===== config.mk =====
export PLATFORM = sky130hd
export DESIGN_NAME = count_uart_tx
export DESIGN_NICKNAME = d
export VERILOG_FILES = /design/src/rtl/count_uart_tx.sv
export SDC_FILE = /design/constraint.sdc
export NUM_CORES = 1
export LEC_CHECK = 0
export ABC_AREA = 1
export BUFFER_PORTS_ARGS = -buffer_cell sky130_fd_sc_hd__buf_4
export CORE_MARGIN = 8
export CORE_UTILIZATION = 50
export DETAILED_ROUTE_END_ITERATION = 8
export PLACE_DENSITY = 0.67
export SLEW_MARGIN = 15
export SYNTH_ARGS = -nofsm -noshare
export SYNTH_HDL_FRONTEND = slang
export SYNTH_SLANG_ARGS = --single-unit

===== constraint.sdc =====
create_clock -name clk -period 3.96 [get_ports clk]
set_input_delay 0.198 -clock clk [delete_from_list [all_inputs] [get_ports clk]]
set_output_delay 0.198 -clock clk [all_outputs]
set_load 0.02 [all_outputs]

===== src/rtl/count_uart_tx.sv =====
// 8N1 UART transmitter for latched oscillator counts.
// Samples are buffered in a small FIFO and sent back-to-back with one idle cycle between frames.
module count_uart_tx #(
  parameter int CLKS_PER_BIT = 868,
  parameter int DEPTH        = 4
) (
  input  logic       clk,
  input  logic       rst,
  input  logic       sample_valid,
  input  logic [7:0] sample_data,
  input  logic       overflow_clr,
  output logic       tx,
  output logic       busy,
  output logic       fifo_full,
  output logic       overflow
);

  localparam int PW = (DEPTH > 1) ? $clog2(DEPTH) : 1;
  localparam int CW = (CLKS_PER_BIT > 1) ? $clog2(CLKS_PER_BIT) : 1;
  localparam logic [PW:0]   DEPTH_C   = (PW + 1)'(DEPTH);
  localparam logic [CW-1:0] BAUD_LAST = CW'(CLKS_PER_BIT - 1);

  typedef enum logic [1:0] {
    IDLE  = 2'd0,
    START = 2'd1,
    DATA  = 2'd2,
    STOP  = 2'd3
  } state_t;

  state_t        state_r, state_s;
  logic [7:0]    shift_r, shift_s;
  logic [CW-1:0] baud_r, baud_s;
  logic [2:0]    bit_r, bit_s;
  logic          tx_r, tx_s;
  logic          pop_s;

  logic [7:0]    mem_r [DEPTH];
  logic [PW-1:0] wr_ptr_r, wr_ptr_s;
  logic [PW-1:0] rd_ptr_r, rd_ptr_s;
  logic [PW:0]   count_r, count_s;
  logic          push_s;
  logic          drop_s;
  logic          overflow_r, overflow_s;
  logic          busy_r, busy_s;
  logic          full_r, full_s;

  // Transmit FSM next-state and next tx level; tx is registered from these values.
  always_comb begin
    state_s = state_r;
    shift_s = shift_r;
    baud_s  = baud_r;
    bit_s   = bit_r;
    tx_s    = tx_r;
    pop_s   = 1'b0;
    case (state_r)
      IDLE: begin
        if (count_r != '0) begin
          pop_s   = 1'b1;
          shift_s = mem_r[rd_ptr_r];
          baud_s  = '0;
          bit_s   = 3'd0;
          state_s = START;
          tx_s    = 1'b0;
        end else begin
          state_s = IDLE;
          tx_s    = 1'b1;
        end
      end
      START: begin
        if (baud_r == BAUD_LAST) begin
          baud_s  = '0;
          bit_s   = 3'd0;
          state_s = DATA;
          tx_s    = shift_r[0];
        end else begin
          baud_s = baud_r + CW'(1);
          tx_s   = 1'b0;
        end
      end
      DATA: begin
        if (baud_r == BAUD_LAST) begin
          baud_s  = '0;
          shift_s = {1'b0, shift_r[7:1]};
          bit_s   = bit_r + 3'd1;
          // The next bit is shift_r[1] because the shift lands on this same edge.
          if (bit_r == 3'd7) begin
            state_s = STOP;
            tx_s    = 1'b1;
          end else begin
            state_s = DATA;
            tx_s    = shift_r[1];
          end
        end else begin
          baud_s = baud_r + CW'(1);
          tx_s   = shift_r[0];
        end
      end
      STOP: begin
        if (baud_r == BAUD_LAST) begin
          baud_s  = '0;
          state_s = IDLE;
        end else begin
          baud_s = baud_r + CW'(1);
        end
        tx_s = 1'b1;
      end
      default: begin
        state_s = IDLE;
        baud_s  = '0;
        bit_s   = 3'd0;
        tx_s    = 1'b1;
      end
    endcase
  end

  // FIFO bookkeeping, overflow flag and status outputs.
  always_comb begin
    push_s   = sample_valid && ((count_r != DEPTH_C) || pop_s);
    drop_s   = sample_valid && !push_s;
    wr_ptr_s = push_s ? (wr_ptr_r + PW'(1)) : wr_ptr_r;
    rd_ptr_s = pop_s  ? (rd_ptr_r + PW'(1)) : rd_ptr_r;
    case ({push_s, pop_s})
      2'b10:   count_s = count_r + (PW + 1)'(1);
      2'b01:   count_s = count_r - (PW + 1)'(1);
      default: count_s = count_r;
    endcase
    if (drop_s) begin
      overflow_s = 1'b1;
    end else if (overflow_clr) begin
      overflow_s = 1'b0;
    end else begin
      overflow_s = overflow_r;
    end
    busy_s = (state_s != IDLE) || (count_s != '0);
    full_s = (count_s == DEPTH_C);
  end

  // FSM and status registers.
  always_ff @(posedge clk or posedge rst) begin
    if (rst) begin
      state_r    <= IDLE;
      shift_r    <= 8'h00;
      baud_r     <= '0;
      bit_r      <= 3'd0;
      tx_r       <= 1'b1;
      wr_ptr_r   <= '0;
      rd_ptr_r   <= '0;
      count_r    <= '0;
      overflow_r <= 1'b0;
      busy_r     <= 1'b0;
      full_r     <= 1'b0;
    end else begin
      state_r    <= state_s;
      shift_r    <= shift_s;
      baud_r     <= baud_s;
      bit_r      <= bit_s;
      tx_r       <= tx_s;
      wr_ptr_r   <= wr_ptr_s;
      rd_ptr_r   <= rd_ptr_s;
      count_r    <= count_s;
      overflow_r <= overflow_s;
      busy_r     <= busy_s;
      full_r     <= full_s;
    end
  end

  // FIFO storage.
  always_ff @(posedge clk or posedge rst) begin
    if (rst) begin
      for (int i = 0; i < DEPTH; i++) begin
        mem_r[i] <= 8'h00;
      end
    end else if (push_s) begin
      mem_r[wr_ptr_r] <= sample_data;
    end else begin
      mem_r[wr_ptr_r] <= mem_r[wr_ptr_r];
    end
  end

  assign tx        = tx_r;
  assign busy      = busy_r;
  assign fifo_full = full_r;
  assign overflow  = overflow_r;

endmodule

; ---- After elaboration in Yosys (flattened, before gate mapping)
; Index checks and enable logic that the tools add are counted.
[classes]
eq_ne = 12
n_addsub = 6
multipliers = 0
muxes = 37
n_bitwise = 2
reduce_logical = 16
div_mod_pow = 0
magnitude_cmp = 3
n_shift = 0
[op_table]
columns = cell, n
row1 = $bwmux 32, 2
row2 = $mux 8, 7
row3 = $bmux 8 s2, 2
row4 = $mux 32, 1
row5 = $mux 10, 2
row6 = $pmux 10 s2, 1
row7 = $demux 8 s2, 1
row8 = $pmux 8 s2, 1
row9 = $add 10x1->10 const B, 1
row10 = $eq 10x10->1 const B, 1
row11 = $mux 1, 10
row12 = $mux 3, 3
row13 = $pmux 3 s3, 1
row14 = $reduce_bool 3->1, 3
row15 = $pmux 2 s4, 1
row16 = $add 3x1->3 const B, 2
row17 = $eq 2x2->1 const B, 3
row18 = $eq 3x3->1 const B, 2
row19 = $ge 3x3->1 const B, 2
row20 = $mux 2, 3
row21 = $ne 2x2->1 const B, 3
row22 = $not 2->3, 2
row23 = $pmux 3 s2, 1
row24 = $reduce_bool 2->1, 3
row25 = 13 further kinds, 18
[word_totals]
romBits = 0
register_bits = 66
ram_bits = 0
memories = 0
output_inout_bits = 4
latch_bits = 0

; ---- Logic depth before layout (Yosys ltp)
[logic_depth]
depth_word = 9
depth_mapped = 10
ltp_nobuf = 10

; ---- Worst setup path before layout
; Ideal clock, no wire load.
[synth_path]
path_type = register -> register
from = reg state_r[0]
to = reg busy_r (netlist: busy)
path_slack_ns = 2.239
t_arrival_ns = 1.595
synth_period_minus_slack_ns = 1.721
stages_incl_launch_ff = 9
cell_sequence = dfrtp_1 nor2_4 nand3_1 fa_1 inv_1 nand2_1 nand2_1 nor2_1 nand3_1
[synth_between]
elab_chain_cells = 8
[synth_lines]
columns = element, line
row1 = start: declaration, 30  ; state_t state_r, state_s;
row2 = start signal: assignment, 153  ; state_r <= state_s;
row3 = $logic_not 2->1 (*), 55  ; case (state_r)
row4 = $mux 1 (*), 55
row5 = $logic_or 1x1->1, 118  ; push_s = sample_valid && ((count_r != DEPTH_C) || pop_s);
row6 = $logic_and 1x1->1, 118
row7 = $eq 2x1->1 / $eq 2x2->1 (equally long branches), 122  ; case ({push_s, pop_s})
row8 = $pmux 3 s2 (*), 122
row9 = named net count_s[1], 40  ; logic [PW:0] count_r, count_s;
row10 = $reduce_bool 3->1 (*), 134  ; busy_s = (state_s != IDLE) || (count_s != '0);
row11 = $logic_or 1x1->1 (*), 134
row12 = named net busy_s, 44  ; logic busy_r, busy_s;
row13 = end signal: assignment, 162  ; busy_r <= busy_s;
row14 = end: declaration, 44
; The timed path passes the listed nets; every way through them passes the cells marked *.
; A chain may end at the register's enable or synchronous reset.

; ---- Worst setup path after layout
[layout_path]
from = reg wr_ptr_r[0]
to = reg mem_r[8] (netlist bit)
[layout_between]
elab_chain_cells = 7
[layout_lines]
columns = element, line
row1 = start: declaration, 38  ; logic [PW-1:0] wr_ptr_r, wr_ptr_s;
row2 = start signal: assignment, 158  ; wr_ptr_r <= wr_ptr_s;
row3 = $not 2->3 (implied by the code) (*), "174, 176"
row4 = $ge 3x3->1 (implied by the code) / $lt 3x1->1 (equally long branches), "174, 176"
row5 = $logic_and 1x1->1 (implied by the code), "174, 176"
row6 = $mux 8 (implied by the code), "174, 176"
row7 = $demux 8 s2, "174, 176"
row8 = $bwmux 32 (on tied branches), "176, 174"
row9 = $mux 32 (*), 173  ; end else if (push_s) begin
row10 = end signal: indexed assignment, 174  ; mem_r[wr_ptr_r] <= sample_data;
row11 = end signal: indexed assignment, 176  ; mem_r[wr_ptr_r] <= mem_r[wr_ptr_r];
row12 = end: declaration, 37  ; logic [7:0] mem_r [DEPTH];
; Every way passes the cells marked *; elsewhere a longest branch is shown, timed or not. The select of a mux whose other input is x is not followed.

==> results by group <==
Hold path
  – Hold Startpoint: overflow_clr
  – Hold Path Depth: 2
  – Worst hold-check path type: primary input to flop
  – Hold path endpoint: overflow$_DFFE_PP0P_

Finish
  – Most frequent cells in the layout: dfrtp_1 (65), nand2_1 (61), nand3_1 (60), nor2_1 (43), inv_1 (42)
  – Diode count: 0
  – Fillers: 701
  – Final nets: about 480
  – Share of layout cells above drive strength 1: roughly 13%
  – Commonest non-fill, non-tap cell in the layout: dfrtp_1
  – Area delta synth->final: 7.21%

Clock network
  – Clk slew on worst S/H paths: around 70 ps
  – CTS HTree Levels: 3
  – Clk sink count: 66
  – Root Buffer: clkbuf_8
  – CTS max path bufs: 2
  – CTS tree: built
  – Clk_lat worst skew: 340 ps
  – Num CTS Buffers: 9
  – CTS resizes: 0

Die
  – Top-level I/O count: 16
  – Die area: 10500 um^2
  – Starting density of the core: 51.7%
  – Die X: 103 um
  – Core Region: 7250 um^2
  – Rows: 31
  – DIE HEIGHT: slightly above 100 um

STA
  – Final setup violation count: 0
  – Slew @ Worst Pin: 817 ps
  – Unrepaired setup endpoints after global routing: no
  – Post-route setup TNS: 0 ps
  – Slew Limit Headroom: roughly 46%
  – Min Tclk post-route: around 2400 ps
  – Crit share post-route: 60.3%
  – Fmax: between 0.4 and 0.5 GHz
  – Pins Over Slew Limit: 0
  – Final Hold Vio Count: 0
  – Clock skew: approximately 5.8 ps

Drt
  – Antenna-violating nets left: 0
  – Vias per inst: 5.48
  – Met1 WL: 3.96 mm
  – Met3 wire len: ~380 um
  – WL per Instance: 14.8 um
  – Vias: 3100
  – DRT iter0 DRCs: approximately 140
  – Number of remaining DRC errors: 0
  – Max Used Layer: met4
  – Final wirelength: 8.40 mm
  – Router iterations before antenna repair: 4
  – Met2 routed WL: around 3.9 mm

Worst setup path
  – R2r endpoint: mem_r[8]$_DFFE_PP0P_
  – Critical path, cell by cell: inv_1 -> ha_1 -> nand3_1 -> o211ai_1
  – CP Launch Type: flop
  – Critical path endpoint category: flop
  – CP Class: flop to flop
  – Worst reg2reg startpoint: wr_ptr_r[0]$_DFFE_PP0N_
  – Largest stage delay, worst path: 800 ps
  – Flop2flop setup slack: 1570 ps
  – WP data arrival: 2640 ps
  – Worst Path Max Fanout: 22
  – Required @ worst endpoint: 4210 ps
  – CP max-delay cell: ha_1
  – Worst Reg-to-Reg Cells: 4

Synth
  – Mapped Area: 3750 um^2
  – Share of the synthesized area in the top cell type: 43.4%
  – Register area share after synthesis: 44.1%
  – Syn nets: 476
  – Netlist cell types: 37
  – Post-Syn Area per Cell: 8.22 um^2
  – Synth Flop Type: dfrtp_1
  – Seq cells post-synth: 66
  – Top cells by area, synth: dfrtp_1 (43%), nand3_1 (8.0%), nand2_1 (6.1%)
  – Number of synthesized flops with an enable pin: 0
  – Synth area leader: dfrtp_1
  – Synth async-reset ratio: 100%
  – Synth Instances: approximately 460
  – Ys Warns: 0

Run
  – Max Cap Viol: 0

Pwr
  – Power Total: 2.51 mW
  – Pwr Density: 626 nW/um^2
  – Peak supply drop: 0.310 mV
  – Leakage: ~1.8 nW

Place
  – Hpwl dp: 5.59 mm
  – PortBufs: 15
  – Routability cong.: between 0.8 and 0.9

Global routing
  – GR Overflow Total: 0
  – Largest net degree at the start of global routing: 53
  – GRT Overall Usage: 17.7%
  – Initial antenna violation count: 0
  – First-pass GRT wire length: 14.5 mm
  – Vias in the first global route: about 3000

Outcome
  – Status: complete, no violations
-- cell usage after synthesis, drive strengths merged (2+ instances only) --
library cell   n
dfrtp         65
nand2         65
nand3         65
o21ai         50
inv           47
nor2          47
a21oi         31
o211ai        25
buf           16
ha             7
clkbuf         6
nand4          6
xor2           6
a211oi         4
o21bai         3
or2            3
o22ai          2
o31ai          2
-- worst max path at each step --
stage | start | to | slack [ps] | depth (start not counted)
after floorplan | rst | baud_r[0]$_DFFE_PP0N_ | 2110 | 1
after global placement | wr_ptr_r[0]$_DFFE_PP0N_ | mem_r[8]$_DFFE_PP0P_ | 1630 | 4
after detailed placement | wr_ptr_r[0]$_DFFE_PP0N_ | mem_r[8]$_DFFE_PP0P_ | 1580 | 4
after CTS | wr_ptr_r[0]$_DFFE_PP0N_ | mem_r[8]$_DFFE_PP0P_ | 1580 | 4
after global routing | wr_ptr_r[0]$_DFFE_PP0N_ | mem_r[13]$_DFFE_PP0P_ | 1400 | 4
final | wr_ptr_r[0]$_DFFE_PP0N_ | mem_r[8]$_DFFE_PP0P_ | 1570 | 4
-- logic make-up after synthesis --
family          synth area share, %
compound gates                 19.0
xor+xnor                       1.64
flops                          44.1
buf+inv                        8.81
simple gates                   23.6
fa+ha+maj                      2.87
-- cell type report --
cell class | count | area, um^2 | share of cell area (%)
multi-input cells | 320 | 1770 | 43.9
flip-flops and latches | 66 | 1650 | 41.1
inverters | 48 | 183 | 4.55
clock buffers | 13 | 149 | 3.70
repair buffers | 17 | 130 | 3.24
well taps | 99 | 124 | 3.08
clock inverters | 3 | 15.0 | 0.374
-- what timing repair did --
action,in CTS,in global routing
hold buffers,1,0
endpoints found under the hold margin,14,0
setup endpoints to repair,0,0
setup buffers,0,0
-- flip-flops by register name, indices dropped and copies added, names as in the netlist, 2 cells and up --
name      cells
mem_r        32
baud_r       10
shift_r       8
bit_r         3
count_r       3
rd_ptr_r      2
state_r       2
wr_ptr_r      2
-- metal layers --
layer / global-route usage, % / up-vias
li1: - / 1570
met1: 22.9 / 1450
met2: 28.6 / 62
met3: 3.17 / 18
met4: 7.22 / 0
met5: 0 / -
-- critical path: cells and delay by family (launching register included) --
kind | cells | cell delay, ps
and+or+nand+nor | 1 | 170
adders and majority gates | 1 | 800
buffers and inverters | 1 | 590
AOI/OAI and AO/OA | 1 | 140
DFF | 1 | 590
-- stage by stage --
stage          utilization (%)  hold WS, ps  cells  setup WS, ps  cell area [um^2]
3_3_place_gp              53.0          188    549          1630              3840
3_5_place_dp              53.0          183    549          1580              3840
2_1_floorplan                -          297    456          2110              3750
6_report                  55.4         46.4    566          1570              4020
4_1_cts                   55.4         29.3    566          1580              4020
5_1_grt                   55.4         43.3    566          1400              4020
-- power breakdown --
part           internal [mW]  switching, mW  leakage (nW)  total, mW
combinational          0.346          0.662         0.914       1.01
sequential             0.865          0.150         0.765       1.01
clock                  0.242          0.250        0.0872      0.492
Power figures use the tool's default switching activity.
